File: config.mk
export PLATFORM = sky130hd
export DESIGN_NAME = jogador_automatico
export DESIGN_NICKNAME = d
export VERILOG_FILES = /design/src/rtl/jogador_automatico.sv
export SDC_FILE = /design/constraint.sdc
export NUM_CORES = 1
export LEC_CHECK = 0
export BUFFER_PORTS_ARGS = -buffer_cell sky130_fd_sc_hd__buf_4
export CAP_MARGIN = 20
export CORE_ASPECT_RATIO = 1.4
export CORE_MARGIN = 2
export CORE_UTILIZATION = 55
export DETAILED_ROUTE_END_ITERATION = 8
export PLACE_DENSITY = 0.78
export REMOVE_ABC_BUFFERS = 1
export SYNTH_ARGS = -nofsm -noshare
export SYNTH_HDL_FRONTEND = slang
export SYNTH_SLANG_ARGS = --single-unit
export TNS_END_PERCENT = 30
File: constraint.sdc
create_clock -name clock -period 5.11 [get_ports clock]
set_input_delay 0.511 -clock clock [delete_from_list [all_inputs] [get_ports clock]]
set_output_delay 0.511 -clock clock [all_outputs]
set_load 0.02 [all_outputs]
File: src/rtl/jogador_automatico.sv
// Automatic player for the memory game: records each round's LED display,
// detects its end by a silence gap, then replays it as timed button presses.
module jogador_automatico #(
  parameter int unsigned DEPTH          = 16,
  parameter int unsigned JOGAR_CYCLES   = 2,
  parameter int unsigned GAP_CYCLES     = 2000,
  parameter int unsigned PRESS_CYCLES   = 2,
  parameter int unsigned RELEASE_CYCLES = 2
) (
  input  logic       clock,
  input  logic       reset,
  input  logic       iniciar,
  input  logic [3:0] leds,
  input  logic       ganhou,
  input  logic       perdeu,
  output logic       jogar,
  output logic [3:0] botoes,
  output logic       ativo,
  output logic       venceu,
  output logic       falhou,
  output logic       erro,
  output logic [2:0] db_estado,
  output logic [4:0] db_tamanho,
  output logic [3:0] db_indice
);

  localparam int unsigned GW = $clog2(GAP_CYCLES + 1);

  typedef enum logic [2:0] {
    OCIOSO    = 3'b000,
    INICIA    = 3'b001,
    OBSERVA   = 3'b010,
    PRESSIONA = 3'b011,
    SOLTA     = 3'b100,
    FIM       = 3'b101,
    ERRO      = 3'b110
  } estado_t;

  estado_t       state, state_n;
  logic [3:0]    mem [DEPTH];
  logic [3:0]    leds_ant;
  logic [GW-1:0] gap, gap_n;
  logic [7:0]    fase, fase_n;
  logic [4:0]    tam_n;
  logic [3:0]    idx_n;
  logic          venceu_n, falhou_n, erro_n, captura;
  logic          onehot, subida;

  assign onehot    = (leds & (leds - 4'd1)) == 4'd0;
  assign subida    = (leds != 4'd0) && (leds_ant == 4'd0);
  assign db_estado = state;

  always_comb begin
    state_n  = state;
    tam_n    = db_tamanho;
    idx_n    = db_indice;
    gap_n    = gap;
    fase_n   = fase;
    venceu_n = venceu;
    falhou_n = falhou;
    erro_n   = erro;
    captura  = 1'b0;
    case (state)
      OCIOSO, FIM: begin
        if (iniciar) begin
          state_n  = INICIA;
          venceu_n = 1'b0;
          falhou_n = 1'b0;
          erro_n   = 1'b0;
          tam_n    = '0;
          idx_n    = '0;
          gap_n    = '0;
          fase_n   = '0;
        end
      end
      INICIA: begin
        if (fase == 8'(JOGAR_CYCLES - 1)) begin
          state_n = OBSERVA;
          fase_n  = '0;
        end else begin
          fase_n = fase + 8'd1;
        end
      end
      OBSERVA: begin
        if (leds != 4'd0) begin
          gap_n = '0;
        end else if (db_tamanho != 5'd0) begin
          if (gap == GW'(GAP_CYCLES)) begin
            state_n = PRESSIONA;
            idx_n   = '0;
            gap_n   = '0;
            fase_n  = '0;
          end else begin
            gap_n = gap + GW'(1);
          end
        end
        if (!onehot) begin
          state_n = ERRO;
          erro_n  = 1'b1;
        end else if (subida) begin
          if (db_tamanho == 5'(DEPTH)) begin
            state_n = ERRO;
            erro_n  = 1'b1;
          end else begin
            captura = 1'b1;
            tam_n   = db_tamanho + 5'd1;
          end
        end
      end
      PRESSIONA: begin
        if (fase == 8'(PRESS_CYCLES - 1)) begin
          state_n = SOLTA;
          fase_n  = '0;
        end else begin
          fase_n = fase + 8'd1;
        end
      end
      SOLTA: begin
        if (fase == 8'(RELEASE_CYCLES - 1)) begin
          fase_n = '0;
          if ({1'b0, db_indice} == db_tamanho - 5'd1) begin
            state_n = OBSERVA;
            tam_n   = '0;
            gap_n   = '0;
          end else begin
            state_n = PRESSIONA;
            idx_n   = db_indice + 4'd1;
          end
        end else begin
          fase_n = fase + 8'd1;
        end
      end
      default: ;
    endcase
    // Game outcome overrides whatever the state logic above decided.
    if ((state inside {INICIA, OBSERVA, PRESSIONA, SOLTA}) && (ganhou || perdeu)) begin
      state_n  = FIM;
      venceu_n = venceu | ganhou;
      falhou_n = falhou | perdeu;
      erro_n   = erro;
      captura  = 1'b0;
      tam_n    = db_tamanho;
    end
  end

  always_ff @(posedge clock) begin
    if (reset) begin
      state      <= OCIOSO;
      jogar      <= 1'b0;
      botoes     <= '0;
      ativo      <= 1'b0;
      venceu     <= 1'b0;
      falhou     <= 1'b0;
      erro       <= 1'b0;
      db_tamanho <= '0;
      db_indice  <= '0;
      gap        <= '0;
      fase       <= '0;
      leds_ant   <= '0;
    end else begin
      state      <= state_n;
      jogar      <= (state_n == INICIA);
      botoes     <= (state_n == PRESSIONA) ? mem[idx_n] : 4'd0;
      ativo      <= !(state_n inside {OCIOSO, FIM, ERRO});
      venceu     <= venceu_n;
      falhou     <= falhou_n;
      erro       <= erro_n;
      db_tamanho <= tam_n;
      db_indice  <= idx_n;
      gap        <= gap_n;
      fase       <= fase_n;
      leds_ant   <= leds;
    end
  end

  always_ff @(posedge clock) begin
    if (captura) mem[db_tamanho[3:0]] <= leds;
  end

endmodule

==> flow_metrics.tcl <==
set metrics [dict create \
    status "finished, final reports clean" \
    path_max_fanout 27 \
    cap_violations 0 \
    gp_congestion 0.896 \
    post_drt_wl_per_cell_um 19.2 \
    synth_mux_area_frac 0.0532 \
    p_total_mw 1.94 \
    synthSimpleGateAreaFrac 0.188 \
    crit_path_start_kind "register" \
    setup_viol 0 \
    fin_cells 594 \
    tightest_slew_ps 1000 \
    whs_ps 459 \
    ioPinCount 30 \
    yosys_warnings 0 \
    cts_tree "yes" \
    gr-total-overflow 0 \
    hold_class "register to register" \
    cts_sinks 108 \
    worstSetupPathType "register to register" \
    fmax_ghz 0.260 \
    post-route-min-period_ps 3850 \
    hold_viol 0 \
    maxSlewHeadroom 0.333 \
    syn2layout_area_growth_pct 10.7 \
    final_nets 500 \
    dp_hpwl_mm 7.75 \
    clk_latency_ps 350 \
    synth_adder_area_share 0.0221 \
    antenna_found_initial 0 \
    synth_compound_area_frac 0.121 \
    cts_made_buffers 9 \
    vias_per_cell 6.22 \
    post-cts-setup-buffer-count 0 \
    row_count 41 \
    final_util 0.625 \
    ys_top_cells_by_area "edfxtp_1, dfxtp_1, mux2i_1, nor2_1, a21oi_1" \
    cts_resized 0 \
    maxSlewViolCount 0 \
    setup_tns_ps 0 \
    met3_usage 0.0589 \
    core_mm2 0.00903 \
    finalCritPeriodShare 0.753 \
    timing.final.ws_setup_ps 1260 \
    rsz0062_at_grt "false" \
    die_area_mm2 0.0101 \
    cts_hold_buf 0 \
    cellPowerDensity_mw_per_mm2 344 \
    yosys.area.top_type "edfxtp_1" \
    crit_family "compound AO/OA/AOI/OAI gates" \
    grt.total_usage 0.234 \
    grt_max_degree 32 \
    die_w_um 85.4 \
    wirelength_mm 11.4 \
    cts_htree_levels 3 \
    synth.distinct_cells 59 \
    grt-busiest-layer "met2" \
    synth-seq-cells 108 \
    cpPeakStageDelay_ps 570 \
    use_met1 0.276 \
    cp_cell_sequence "inv_1 -> ha_1 -> xor3_1 -> nor3_1 -> a31oi_1 -> a32oi_4 -> buf_4 -> mux2i_1 -> nand2_1 -> a32o_1 -> or3_1" \
    syn_area_per_cell_um2 11.0 \
    grt_pass1_vias 3548 \
    ys_async_sr_fraction 0 \
    port_buffers 29 \
    synth_seq_area_share 0.549 \
    synth_top_area_share 0.377 \
    ant_nets 0 \
    firstDrtPassIters 5 \
    final_layout_size_suffix_gt1_frac 0.119 \
    numPlacedInstances 578 \
    crit_required_ps 5340 \
    fin_skew_ps 8.41 \
    pre_cts_ws_ps 1180 \
    p_leak_nw 2.13 \
    clockRootBuffer "clkbuf_16" \
    synthCells 463 \
    critical_path.slowest_cell "a32oi_4" \
    arrival_ps 4080 \
    dr.first_iter.drc_count 299 \
    synth_xor_area_frac 0.0321 \
    path_buf_inv 2 \
    num_vias 3697 \
    ys.flop_type "edfxtp_1" \
    grtUsageMet2 0.400 \
    synth_top_family_by_area "simple AND/OR/NAND/NOR gates" \
    clk_path_buf_depth 2 \
    start_util 0.565 \
    synth-edff-count 64 \
    antennaDiodeCount 0 \
    netlist_area_mm2 0.00510 \
    drc 0 \
    grt_pass1_wl_mm 18.1 \
    dieHeight_um 118 \
    peakVddDrop_uv 211 \
    design_area_mm2 0.00565 \
    postPlaceCellArea_mm2 0.00534 \
    end_kind "register" \
    path_clk_slew_ps 70 \
]
[report_power, final]
group	internal (mW)	switching (mW)	total (mW)
sequential	0.941	0.0320	0.973
combinational	0.101	0.179	0.279
clock	0.378	0.312	0.690
[final timing paths]
path,from,to,slack (ps),cells past startpoint
max,db_tamanho[0],botoes[2],1260,11
min,erro,erro,460,2
max reg2reg,db_tamanho[0],botoes[2],1260,11
min reg2reg,erro,erro,460,2
[sequential cells by signal, summed over array words and instances (netlist names)]
| register | count |
|---|---|
| db_tamanho | 5 |
| venceu | 1 |
| leds_ant | 4 |
| botoes | 4 |
| erro | 1 |
| falhou | 1 |
| ativo | 1 |
| db_indice | 4 |
| db_estado | 3 |
| jogar | 1 |
| fase | 8 |
| gap | 11 |
| mem | 64 |
[cell families after synthesis]
family / Yosys count
DFF: 108
adders and majority gates: 9
muxes: 27
buffers and inverters: 37
xor gates and xnor gates: 17
and+or+nand+nor: 175
AOI/OAI and AO/OA: 90
[routing by layer]
metal / part of all wire / vias up / wire [um]
met5: 0 / - / 0
met1: 0.40 / 1779 / 4590
met4: 0.028 / 0 / 323
met2: 0.52 / 129 / 5910
li1: - / 1763 / -
met3: 0.050 / 26 / 575
[area by class of cell]
cell class                 count  area (um2)
clock inverter                 5        40.0
multi-input combinational    318        2120
timing repair buffer          30         225
tap                          107         134
clock buffer                  11         264
inverter                      15        56.3
sequential                   108        2800
fill                         729        3380
[synthesized netlist by cell type (all sizes together) (4+ instances only)]
cell and instances:
a211oi 4, a21oi 30, a22oi 7, and3 7
buf 12, clkbuf 10, dfxtp 44, edfxtp 64
ha 9, inv 15, mux2i 26, nand2 24
nand2b 8, nand3 16, nand4 4, nor2 49
nor2b 8, nor3 16, nor3b 8, nor4 12
o21ai 20, or3 8, xnor2 11, xor2 5
[worst min-delay path, cell delays in order, from the launching register on]
cell	delay, ps
dfxtp_1	320
inv_1	50
a21oi_1	50
[placed cells by master (no fill, tap or decap), drive strengths merged, types with 5 or more instances in the layout]
cell / count
buf: 30
nor2b: 8
clkbuf: 11
edfxtp: 64
dfxtp: 44
nor4: 12
inv: 17
nand2b: 8
or3: 8
nor2: 49
a21oi: 30
o21ai: 20
and3: 7
nor3b: 8
xnor2: 11
nand2: 24
mux2i: 26
nor3: 16
xor2: 5
ha: 9
a22oi: 7
nand3: 16
(Power assumes the default switching activity.)
